File: src/rtl/fetch_unit_pkg.sv
// fetch_pkg: shared types and constants for the instruction-fetch stage.
//   fetch_state_t  - FSM state encoding (IDLE, REQ, OUT)
//   PC_STEP        - sequential PC increment
//   PC_ALIGN_MASK  - clears bits [1:0] of any PC written into the stage
//   RESET_PC       - PC loaded on reset (word aligned)
//   align_pc()     - applies PC_ALIGN_MASK
package fetch_pkg;

    typedef enum logic [1:0] {
        IDLE = 2'd0,
        REQ  = 2'd1,
        OUT  = 2'd2
    } fetch_state_t;

    localparam logic [31:0] PC_STEP       = 32'd4;
    localparam logic [31:0] PC_ALIGN_MASK = 32'hFFFF_FFFC;
    localparam logic [31:0] RESET_PC      = 32'h0000_0000;

    function automatic logic [31:0] align_pc(input logic [31:0] pc);
        return pc & PC_ALIGN_MASK;
    endfunction

endpackage

File: src/rtl/fetch_unit_if.sv
// fetch_unit_if: bus bundle between the fetch stage, instruction memory and
// decode. Signal names keep the fetch stage's point of view (_o driven by
// fetch, _i driven by memory/decode).
//   imem_req_o / imem_addr_o / imem_ack_i / imem_data_i : memory req/ack
//   inst_valid_o / inst_o / inst_pc_o / inst_ready_i     : decode valid/ready
//
// Handshakes:
//   memory : a request is pending while imem_req_o is high; imem_addr_o is
//            held stable until the cycle imem_ack_i is high, and that cycle
//            completes it (same-cycle ack is allowed). imem_data_i is only
//            looked at while imem_ack_i is high.
//   decode : a transfer happens on a rising edge where inst_valid_o and
//            inst_ready_i are both high. While inst_valid_o is high and no
//            transfer happens, inst_o and inst_pc_o do not change.
interface fetch_unit_if;
    logic        imem_req_o;
    logic [31:0] imem_addr_o;
    logic        imem_ack_i;
    logic [31:0] imem_data_i;
    logic        inst_valid_o;
    logic [31:0] inst_o;
    logic [31:0] inst_pc_o;
    logic        inst_ready_i;

    modport master (
        output imem_req_o, imem_addr_o,
        input  imem_ack_i, imem_data_i,
        output inst_valid_o, inst_o, inst_pc_o,
        input  inst_ready_i
    );

    modport slave (
        input  imem_req_o, imem_addr_o,
        output imem_ack_i, imem_data_i,
        input  inst_valid_o, inst_o, inst_pc_o,
        output inst_ready_i
    );
endinterface

File: src/rtl/fetch_unit_buffer.sv
// fetch_buffer: the output register towards decode.
//   clk_i, rst_i        clock, asynchronous active-high reset
//   load_i              capture data_i/pc_i and raise valid
//   clear_i             drop valid (data/pc keep their last value)
//   data_i, pc_i        instruction word and its PC to capture
//   valid_o, inst_o,    registered contents
//   inst_pc_o
module fetch_buffer
    import fetch_pkg::*;
(
    input  logic        clk_i,
    input  logic        rst_i,
    input  logic        load_i,
    input  logic        clear_i,
    input  logic [31:0] data_i,
    input  logic [31:0] pc_i,
    output logic        valid_o,
    output logic [31:0] inst_o,
    output logic [31:0] inst_pc_o
);

    logic        valid_q, valid_d;
    logic [31:0] inst_q, inst_d;
    logic [31:0] inst_pc_q, inst_pc_d;

    always_comb begin
        valid_d   = valid_q;
        inst_d    = inst_q;
        inst_pc_d = inst_pc_q;
        // Load and clear are never requested together by the FSM; load wins.
        if (load_i) begin
            valid_d   = 1'b1;
            inst_d    = data_i;
            inst_pc_d = pc_i;
        end else if (clear_i) begin
            valid_d = 1'b0;
        end
    end

    always_ff @(posedge clk_i or posedge rst_i) begin
        if (rst_i) begin
            valid_q   <= 1'b0;
            inst_q    <= 32'd0;
            inst_pc_q <= 32'd0;
        end else begin
            valid_q   <= valid_d;
            inst_q    <= inst_d;
            inst_pc_q <= inst_pc_d;
        end
    end

    assign valid_o   = valid_q;
    assign inst_o    = inst_q;
    assign inst_pc_o = inst_pc_q;

endmodule

File: src/rtl/fetch_unit.sv
// fetch_unit: instruction-fetch stage.
//   clk_i, rst_i   clock, asynchronous active-high reset
//   pc_i           selected PC from the PC multiplexer
//   redirect_i     multiplexer selects beq/jump this cycle; squash current fetch
//   next_pc_o      pc_q + 4 (combinational), feeds the multiplexer
//   bus            memory req/ack and decode valid/ready (fetch_unit_if.master)
//   state_o        current FSM state, for observation
//
// Flow: IDLE (only after reset) -> REQ (request pc_q until ack) -> OUT (hold
// the fetched word until decode takes it or a redirect drops it) -> REQ ...
// A redirect that arrives while a request is pending cannot cancel it, so the
// target is parked in tgt_q, kill_q marks the pending word as stale, and the
// ack that eventually arrives is thrown away.
module fetch_unit
    import fetch_pkg::*;
(
    input  logic         clk_i,
    input  logic         rst_i,
    input  logic [31:0]  pc_i,
    input  logic         redirect_i,
    output logic [31:0]  next_pc_o,
    fetch_unit_if.master bus,
    output fetch_state_t state_o
);

    fetch_state_t state_q, state_d;
    logic [31:0]  pc_q, pc_d;
    logic         kill_q, kill_d;
    logic [31:0]  tgt_q, tgt_d;
    logic         buf_load;
    logic         buf_clear;

    // State register.
    always_ff @(posedge clk_i or posedge rst_i) begin
        if (rst_i) begin
            state_q <= IDLE;
            pc_q    <= RESET_PC;
            kill_q  <= 1'b0;
            tgt_q   <= 32'd0;
        end else begin
            state_q <= state_d;
            pc_q    <= pc_d;
            kill_q  <= kill_d;
            tgt_q   <= tgt_d;
        end
    end

    // Next-state and PC logic.
    always_comb begin
        state_d = state_q;
        pc_d    = pc_q;
        kill_d  = kill_q;
        tgt_d   = tgt_q;
        case (state_q)
            IDLE: begin
                state_d = REQ;
                if (redirect_i) begin
                    pc_d = align_pc(pc_i);
                end
            end
            REQ: begin
                if (bus.imem_ack_i) begin
                    kill_d = 1'b0;
                    if (redirect_i) begin
                        // Redirect on the ack cycle: word is stale, go straight
                        // to the new target.
                        pc_d = align_pc(pc_i);
                    end else if (kill_q) begin
                        // Word belongs to a squashed path; resume at parked target.
                        pc_d = tgt_q;
                    end else begin
                        // Clean fetch; the multiplexer is presenting PC+4.
                        pc_d    = align_pc(pc_i);
                        state_d = OUT;
                    end
                end else if (redirect_i) begin
                    kill_d = 1'b1;
                    tgt_d  = align_pc(pc_i);
                end
            end
            OUT: begin
                if (redirect_i) begin
                    pc_d    = align_pc(pc_i);
                    state_d = REQ;
                end else if (bus.inst_ready_i) begin
                    state_d = REQ;
                end
            end
            default: begin
                state_d = IDLE;
            end
        endcase
    end

    // Outputs.
    always_comb begin
        bus.imem_req_o = (state_q == REQ);
        buf_load       = (state_q == REQ) && bus.imem_ack_i && !redirect_i && !kill_q;
        buf_clear      = (state_q == OUT) && (redirect_i || bus.inst_ready_i);
    end

    assign bus.imem_addr_o = pc_q;
    assign next_pc_o       = pc_q + PC_STEP;
    assign state_o         = state_q;

    fetch_buffer u_buffer (
        .clk_i     (clk_i),
        .rst_i     (rst_i),
        .load_i    (buf_load),
        .clear_i   (buf_clear),
        .data_i    (bus.imem_data_i),
        .pc_i      (pc_q),
        .valid_o   (bus.inst_valid_o),
        .inst_o    (bus.inst_o),
        .inst_pc_o (bus.inst_pc_o)
    );

endmodule
File: src/flat_wrapper.sv
// flat-port wrapper written by rule: the top's interface ports become plain ports
module fetch_unit_flat import fetch_pkg::*;
  (clk_i, rst_i, pc_i, redirect_i, next_pc_o, state_o, bus_imem_req_o, bus_imem_addr_o, bus_imem_ack_i, bus_imem_data_i, bus_inst_valid_o, bus_inst_o, bus_inst_pc_o, bus_inst_ready_i);
  fetch_unit_if bus_i ();
  input  logic clk_i;
  input  logic rst_i;
  input  logic [31:0] pc_i;
  input  logic redirect_i;
  output logic [31:0] next_pc_o;
  output fetch_state_t state_o;
  output wire logic [$bits(bus_i.imem_req_o)-1:0] bus_imem_req_o;
  output wire logic [$bits(bus_i.imem_addr_o)-1:0] bus_imem_addr_o;
  input wire logic [$bits(bus_i.imem_ack_i)-1:0] bus_imem_ack_i;
  input wire logic [$bits(bus_i.imem_data_i)-1:0] bus_imem_data_i;
  output wire logic [$bits(bus_i.inst_valid_o)-1:0] bus_inst_valid_o;
  output wire logic [$bits(bus_i.inst_o)-1:0] bus_inst_o;
  output wire logic [$bits(bus_i.inst_pc_o)-1:0] bus_inst_pc_o;
  input wire logic [$bits(bus_i.inst_ready_i)-1:0] bus_inst_ready_i;
  assign bus_imem_req_o = bus_i.imem_req_o;
  assign bus_imem_addr_o = bus_i.imem_addr_o;
  assign bus_i.imem_ack_i = bus_imem_ack_i;
  assign bus_i.imem_data_i = bus_imem_data_i;
  assign bus_inst_valid_o = bus_i.inst_valid_o;
  assign bus_inst_o = bus_i.inst_o;
  assign bus_inst_pc_o = bus_i.inst_pc_o;
  assign bus_i.inst_ready_i = bus_inst_ready_i;
  fetch_unit u_core (.clk_i(clk_i), .rst_i(rst_i), .pc_i(pc_i), .redirect_i(redirect_i), .next_pc_o(next_pc_o), .bus(bus_i), .state_o(state_o));
endmodule
File: config.mk
export PLATFORM = sky130hd
export DESIGN_NAME = fetch_unit_flat
export DESIGN_NICKNAME = d
export VERILOG_FILES = /design/src/rtl/fetch_unit_pkg.sv /design/src/rtl/fetch_unit_if.sv /design/src/rtl/fetch_unit_buffer.sv /design/src/rtl/fetch_unit.sv /design/src/flat_wrapper.sv
export SDC_FILE = /design/constraint.sdc
export NUM_CORES = 1
export LEC_CHECK = 0
export ABC_AREA = 1
export CAP_MARGIN = 0
export CORE_MARGIN = 3
export CORE_UTILIZATION = 41
export DETAILED_ROUTE_END_ITERATION = 10
export GPL_TIMING_DRIVEN = 1
export PLACE_DENSITY = 0.75
export SLEW_MARGIN = 10
export SYNTH_ARGS = -nofsm -noshare
export SYNTH_HDL_FRONTEND = slang
export SYNTH_SLANG_ARGS = --single-unit
File: constraint.sdc
create_clock -name clk_i -period 4.6 [get_ports clk_i]
set_clock_uncertainty 0.2 [all_clocks]
set_input_delay 0.92 -clock clk_i [delete_from_list [all_inputs] [get_ports clk_i]]
set_output_delay 0.92 -clock clk_i [all_outputs]
set_load 0.005 [all_outputs]
== Word level (Yosys, flattened, before mapping) ==
Index checks and enable logic that the tools add are counted.

* Memory bits (read-only): 0
* Latch bits: 0
* Memories kept: 0
* Logic and storage cells: 47
* Bits of input ports: 69
* Memory bits (writable): 0
* Register bits: 130
* Output and inout bits: 132

* Eq/ne operators: 7
* Bitwise gates (word level): 1
* Reductions and logical operators: 16
* Muxes and demuxes: 15
* Order comparisons: 0
* Div/mod/pow operators: 0
* Shift operators: 0
* $add $sub $neg: 1
* $mul: 0

{| class="wikitable"
|+ Operator list
! cell !! number
|-
| two-way mux 32 bit || 4
|-
| one-hot mux 32 bit (2 select lines) || 1
|-
| adder 32 x 3 -> 32 bit (second input constant) || 1
|-
| two-way mux 2 bit || 5
|-
| one-hot mux 2 bit (3 select lines) || 1
|-
| AND reduction 3 bit || 2
|-
| nonzero test 2 bit || 3
|-
| logical AND 1 bit || 4
|-
| two-way mux 1 bit || 4
|-
| != test 2 x 1 -> 1 bit (second input constant) || 2
|-
| != test 2 bit (second input constant) || 2
|-
| AND reduction 4 bit || 1
|-
| != test 3 bit (second input constant) || 1
|-
| equality test 2 x 1 -> 1 bit (second input constant) || 1
|-
| equality test 2 bit (second input constant) || 1
|-
| zero test 1 bit || 2
|-
| zero test 2 bit || 1
|-
| AND reduction 2 bit || 1
|-
| OR reduction 2 bit || 1
|-
| logical OR 1 bit || 1
|-
| NOT 1 bit || 1
|}

== Depth between registers and ports, before layout ==
Gate-level depths: netlist of run 1.

* Depth after elaboration: 5
* Depth in mapped cells: 8

== By module ==
From an unflattened synthesis of run 1, not the netlist that was laid out.

* Cells, all modules: 767
* Area total of the unflattened synthesis: 6228.5 sq um

{| class="wikitable"
|+ By module, submodules not included
! module !! instances !! sequential area each (sq um) !! cells an instance !! area an instance (sq um)
|-
| fetch_unit || 1 || 1576.5 || 491 || 3707.3
|-
| fetch_buffer || 1 || 1626.6 || 276 || 2521.2
|}

== Least setup slack after synthesis of run 1 ==
OpenSTA, ideal clock, no wires.

* Path type: flip-flop to output port
* Start: reg u_core.pc_q[2], in the netlist u_core.bus.imem_addr_o[2]
* End: out next_pc_o[14]
* Data arrival time: 1.231 ns
* Data required time: 3.480 ns
* Stages on the path, launching flop included: 7
* Path buffers: 0
* Setup slack: 2.249 ns
* Cells stage by stage: dfrtp_1 ha_1 inv_1 nor2_1 nand2_1 nor2_1 xor2_1

* Cells in the longest elaborated chain, start to end: 1

{| class="wikitable"
|+ Ends and longest elaborated chain
! element !! RTL line !! source
|-
| from (decl) || fetch_unit.sv:27 || <nowiki>logic [31:0] pc_q, pc_d;</nowiki>
|-
| from (signal assigned) || fetch_unit.sv:42 || <nowiki>pc_q <= pc_d;</nowiki>
|-
| adder 32 x 3 -> 32 bit || fetch_unit.sv:103 || <nowiki>assign next_pc_o = pc_q + PC_STEP;</nowiki>
|-
| to (decl) || flat_wrapper.sv:9 || <nowiki>output logic [31:0] next_pc_o;</nowiki>
|}

Every way passes these cells.

== Worst setup path in the final report of run 1 ==
Same ends and word-level chain as after synthesis.

==> metrics.md, run 1 <==
| Metric | Value |
|---|---|
| Resize count post-CTS | 0 |
| Hold Crit Start | u_core.u_buffer.inst_o[2] |
| Synth unique cells | 21 |
| Synthesis-stage register bit count | 126 |
| Synth Cell Area | 0.00591 mm² |
| Synth Area per Inst | 8.01 µm² |
| CP Class | reg2out |
| PD cells | 605 mW/mm² |
| Tot GR Track Use | 0.223 |
| Final WL | 17300 µm |
| Diode count | 0 |
| Initial antenna violation count | 0 |
| Nets | 992 |
| Worst-path clk slew | 60 ps |
| Status | complete, no violations |
| Min Hold Slack | 269 ps |
| Post-synthesis sequential area ratio | 0.533 |
| Worst Max-Slew Pin Slew | 948 ps |
| Design area | 0.00852 mm² |
| Pre-CTS WS | 1290 ps |
| Via Count | 5491 |
| Root buf cell | clkbuf_16 |
| Final setup margin | 907 ps |
| CP max FO | 4 |
| Reg2reg start | u_core.state_o[0] |
| Largest cells by area after synthesis | dfrtp_1 53%, nand2_1 16%, inv_1 4.8%, o21ai_1 4.3%, nand3_1 4.1% |
| Max VDD drop | 0.330 mV |
| IO buf count | 192 |
| Ports | 201 |
| P_leak | 3.99 nW |
| DRT Pass-1 Iters | 5 |
| Core area | 0.0140 mm² |
| Post-DP HPWL | 12500 µm |
| Worst endpoint required time | 3480 ps |
| 1st-iter DRT viols | 360 |
| Total of max-cap violations | 0 |
| TritonCTS Buffers | 17 |
| Dpl cells | 1083 |
| Fin. max-slew vios | 0 |
| Cells after Synth | 738 |
| Crit path launch type | flop |
| Setup-failing EPs final | 0 |
| Wire length per cell | 15.5 µm |
| Worst Setup SP | u_core.bus.imem_addr_o[2] |
| Post-DP Area | 0.00796 mm² |
| Die H | 126 µm |
| FMAX | 0.271 GHz |
| Top-area cell type share of the netlist area | 0.533 |
| Area grow syn2layout | 44.2% |
| Crit end category | output port |
| Die X | 126 µm |
| Clock Tree Buf Depth | 2 |
| Placer Congestion | 0.856 |
| Residual DRC | 0 |
| ANT nets after route | 0 |
| Setup Total Neg Slack | 0 ps |
| CTS tree | done |
| Yosys Warn Count | 0 |
| Leading area contributor after synthesis | dfrtp_1 |
| Clk_lat worst skew | 420 ps |
| # H-tree levels | 4 |
| Total die area | 0.0159 mm² |
| Gr ovfl total | 0 |
| CP arrival | 2570 ps |
| Fraction of layout cells with a size suffix above 1 | 0.0492 |
| Largest net degree at the start of global routing | 95 |
| Clk sink count | 126 |
| Tmin final | 3690 ps |
| RSZ-0062 raised after global routing | no |
| Number of global-route vias before repair | 5326 |
| First-pass GRT wire length | 28000 µm |
| Fin crit share | 0.803 |
| Postcts setup bufs | 0 |
| Hold Fails Final Rpt | 0 |
| Final std cells w/o fill | 1115 |
| Hold crit path type | reg2reg |
| FP Rows | 43 |
| Initial Util | 0.423 |
| DR vias/cell | 4.92 |
| Slew headroom | 0.368 |
| Hold-fix buffers, CTS | 0 |
-- final cells by class --
type                    instances  area [µm²]
clock buffers                  20         447
clock inverters                12         120
fillers                      1255        5460
inverters                      76         288
multi-input cells             501        2310
flip-flops and latches        126        3150
well taps                     180         225
repair buffers                200        1980
-- registers in the layout, indices dropped and copies added, names as in the netlist --
register                   flops
u_core.bus.imem_addr_o        30
u_core.u_buffer.inst_o        32
u_core.u_buffer.inst_pc_o     30
u_core.tgt_q                  30
u_core.kill_q                  1
u_core.u_buffer.valid_o        1
u_core.state_o                 2
-- cells in the mapped netlist --
master	instances
nor2_1	50
nor3_1	1
ha_1	1
clkbuf_1	21
o31ai_1	1
nor2_4	1
nor3_4	1
dfrtp_1	126
buf_4	6
xor2_1	15
o21ai_0	45
nand3b_1	2
inv_1	75
o211ai_1	30
buf_6	2
conb_1	1
inv_2	1
o21ai_1	51
nand3_1	48
nand2_1	249
buf_2	11
-- per-stage QoR --
| step | total power [mW] | util |
|---|---|---|
| 6_report | 5.16 | 0.609 |
| 5_1_grt | 5.48 | 0.609 |
| 4_1_cts | 5.20 | 0.609 |
| 3_5_place_dp | 3.88 | 0.569 |
| 3_3_place_gp | 3.84 | 0.569 |
| 2_1_floorplan | 2.58 | - |
-- cell families (layout without fill, tap and decap cells) --
kind of cell / Yosys count / count (layout) / synth area share
flip-flops: 126 / 126 / 0.533
adder cells (fa/ha/maj): 1 / 1 / 0.00212
other: 1 / 6 / 0.000634
AND/OR/NAND/NOR: 352 / 352 / 0.239
AO/OA/AOI/OAI: 127 / 127 / 0.121
buffers and inverters: 116 / 308 / 0.0823
XOR/XNOR: 15 / 15 / 0.0222
-- placed cells by master (no fill, tap or decap) --
cell             synthesis  layout
nand2_2                  0       1
clkdlybuf4s50_1          0     192
clkbuf_8                 0       1
inv_2                    1       1
nand2_4                  0       1
buf_4                    6       8
inv_1                   75      74
nand3_2                  0       2
bufinv_16                0       2
o21ai_0                 45      45
o211ai_1                30      30
ha_1                     1       1
nand2_1                249     247
clkbuf_1                21       2
clkinv_2                 0       6
nand3b_1                 2       2
nor2_1                  50      50
nor3_4                   1       1
nor2_4                   1       1
nor3_1                   1       1
o21ai_1                 51      51
xor2_1                  15      15
conb_1                   1       6
dfrtp_1                126     126
inv_4                    0       1
clkinvlp_4               0       4
nand3_1                 48      46
clkbuf_16                0      17
o31ai_1                  1       1
-- per-layer routing --
metal,GRT usage,vias up,part of all wire
met5,0,-,0
met2,0.356,195,0.48
met4,0.0972,0,0.030
met3,0.0522,33,0.058
met1,0.290,2551,0.43
li1,-,2712,-
-- path summary, 6_finish.rpt --
path / slack (ps) / depth (start not counted) / to
worst min-delay path: 270 / 2 / u_core.u_buffer.inst_o[2]
min in group asynchronous: 830 / 2 / u_core.u_buffer.inst_o[26]
worst max-delay path: 910 / 7 / next_pc_o[14]
worst max register to register: 2010 / 6 / u_core.tgt_q[31]
worst min register to register: 270 / 2 / u_core.u_buffer.inst_o[2]
max in group asynchronous: 2510 / 3 / u_core.bus.imem_addr_o[5]
-- worst max-delay path, stage by stage (launching register included) --
cell	delay [ps]
dfrtp_1	420
ha_1	260
inv_1	80
nor2_1	160
nand2_1	180
nor2_1	220
xor2_1	280
clkdlybuf4s50_1	560
-- where the power goes --
part | internal (mW) | total (mW) | leakage, nW | switching [mW]
combinational | 1.10 | 1.97 | 2.16 | 0.862
clock | 0.804 | 1.29 | 0.271 | 0.487
sequential | 1.55 | 1.90 | 1.56 | 0.355
Power figures use the tool's default switching activity.
==> inputs of run 2 (changes only) <==
==> constraint.sdc (replaced) <==
create_clock -name clk_i -period 3.3 [get_ports clk_i]
set_clock_uncertainty 0.2 [all_clocks]
set_input_delay 0.66 -clock clk_i [delete_from_list [all_inputs] [get_ports clk_i]]
set_output_delay 0.66 -clock clk_i [all_outputs]
set_load 0.005 [all_outputs]
==> metrics.md, run 2 (synthesized netlist as in run 1, its figures left out) <==
| Metric | Value |
|---|---|
| FMAX | 0.312 GHz |
| Worst Max-Slew Pin Slew | 673 ps |
| Hold-fix buffers, CTS | 0 |
| Clk_lat worst skew | 420 ps |
| Worst endpoint required time | 2440 ps |
| Final std cells w/o fill | 1115 |
| Die H | 126 µm |
| Total die area | 0.0159 mm² |
| Worst-case reg-to-reg path depth | 7 |
| CP max FO | 4 |
| Wire length per cell | 15.4 µm |
| Clock Tree Buf Depth | 2 |
| Initial antenna violation count | 0 |
| Total of max-cap violations | 0 |
| Root buf cell | clkbuf_16 |
| CP Class | reg2out |
| PD cells | 848 mW/mm² |
| Dpl cells | 1084 |
| # H-tree levels | 4 |
| CTS tree | done |
| Hold Fails Final Rpt | 0 |
| Ports | 201 |
| Area grow syn2layout | 46.2% |
| Fill count | 1251 |
| DRT Pass-1 Iters | 5 |
| Final WL | 17200 µm |
| Crit path launch type | flop |
| Setup-failing EPs final | 0 |
| Post-DP HPWL | 12200 µm |
| Residual DRC | 0 |
| R2R setup slack | 1290 ps |
| Worst Setup EP | next_pc_o[14] |
| Number of global-route vias before repair | 5402 |
| Post-DP Area | 0.00802 mm² |
| Initial Util | 0.423 |
| TritonCTS Buffers | 17 |
| Fin. max-slew vios | 0 |
| Setup Total Neg Slack | 0 ps |
| Fraction of layout cells with a size suffix above 1 | 0.0610 |
| RSZ-0062 raised after global routing | no |
| Clk sink count | 126 |
| Hold crit path type | reg2reg |
| Slew headroom | 0.552 |
| Reg2reg start | u_core.state_o[0] |
| Max reg flops | 32 |
| Gr ovfl total | 0 |
| Crit end category | output port |
| Diode count | 0 |
| Status | complete, no violations |
| Nets | 993 |
| Core area | 0.0140 mm² |
| ANT nets after route | 0 |
| DR vias/cell | 4.95 |
| Via Count | 5517 |
| Tot GR Track Use | 0.224 |
| Largest net degree at the start of global routing | 127 |
| CP arrival | 2340 ps |
| Most frequent cells in the layout | 246 x nand2_1, 192 x clkdlybuf4s50_1, 124 x dfrtp_1 |
| FP Rows | 43 |
| RR Endpoint | u_core.bus.imem_addr_o[4] |
| Design area | 0.00864 mm² |
| Worst-path clk slew | 60 ps |
| Commonest non-fill, non-tap cell in the layout | nand2_1 |
| Fin crit share | 0.971 |
| 1st-iter DRT viols | 366 |
| Tmin final | 3200 ps |
| First-pass GRT wire length | 28300 µm |
| Placer Congestion | 0.907 |
| IO buf count | 192 |
| Max VDD drop | 0.436 mV |
| Worst Setup SP | u_core.bus.imem_addr_o[3] |
| Die X | 126 µm |
| P_leak | 4.03 nW |
-- run 2: cell count changes in the layout (fill, tap and decap cells not counted), moves of 3 or more --
cell / delta
nor2_1: -5
nor2_2: +5
buf_12: +4
clkinv_2: -4
clkinv_4: +4
buf_4: -3
-- run 2: final cells by class --
class,count,area (µm²),area share
sequential,126,3160,0.365
tap,180,225,0.0261
inverter,76,289,0.0334
clock buffer,18,439,0.0508
multi-input combinational,501,2330,0.269
clock inverter,13,166,0.0193
timing repair buffer,201,2040,0.236
-- run 2: through the flow --
stage | setup slack (ps) | util | hold WS, ps | power, mW
after floorplan | 887 | - | 259 | 3.60
after global placement | 458 | 0.573 | 253 | 5.38
after detailed placement | 460 | 0.573 | 257 | 5.43
after CTS | 0.481 | 0.617 | 272 | 7.39
after global routing | 9.30 | 0.618 | 293 | 7.81
final | 95.4 | 0.618 | 268 | 7.33
-- run 2: where the power goes --
part	internal [mW]	total, mW	switching [mW]	leakage [nW]
clock network	1.21	1.92	0.717	0.288
logic	1.56	2.77	1.21	2.18
registers	2.16	2.64	0.489	1.56
total	4.92	7.33	2.41	4.03
-- run 2: worst min path at each step --
stage,from,to,slack [ps],cells after the start
after floorplan,u_core.tgt_q[10],u_core.tgt_q[10],260,2
after global placement,u_core.u_buffer.inst_o[16],u_core.u_buffer.inst_o[16],250,2
after detailed placement,u_core.u_buffer.inst_o[7],u_core.u_buffer.inst_o[7],260,2
after CTS,u_core.u_buffer.inst_o[10],u_core.u_buffer.inst_o[10],270,2
after global routing,u_core.u_buffer.inst_o[24],u_core.u_buffer.inst_o[24],290,2
final,u_core.u_buffer.inst_o[26],u_core.u_buffer.inst_o[26],270,2
-- run 2: timing repair --
action / CTS / global route
setup endpoints to repair: 1 / 8
setup buffers: 0 / 0
gates resized for setup: 1 / 8
-- run 2: per-layer routing --
metal | wire (µm) | vias to the layer above | global-route usage | part of all wire
li1 | - | 2714 | - | -
met1 | 7480 | 2598 | 0.294 | 0.43
met2 | 8260 | 174 | 0.355 | 0.48
met3 | 977 | 31 | 0.0556 | 0.057
met4 | 510 | 0 | 0.0934 | 0.030
met5 | 0 | - | 0 | 0
-- run 2: critical path, stage by stage (launching register included) --
cell and delay (ps):
dfrtp_1 390, ha_2 220, inv_1 70, nor2_2 160, nand2_2 120, nor2_2 150, xor2_1 250, clkdlybuf4s50_1 550
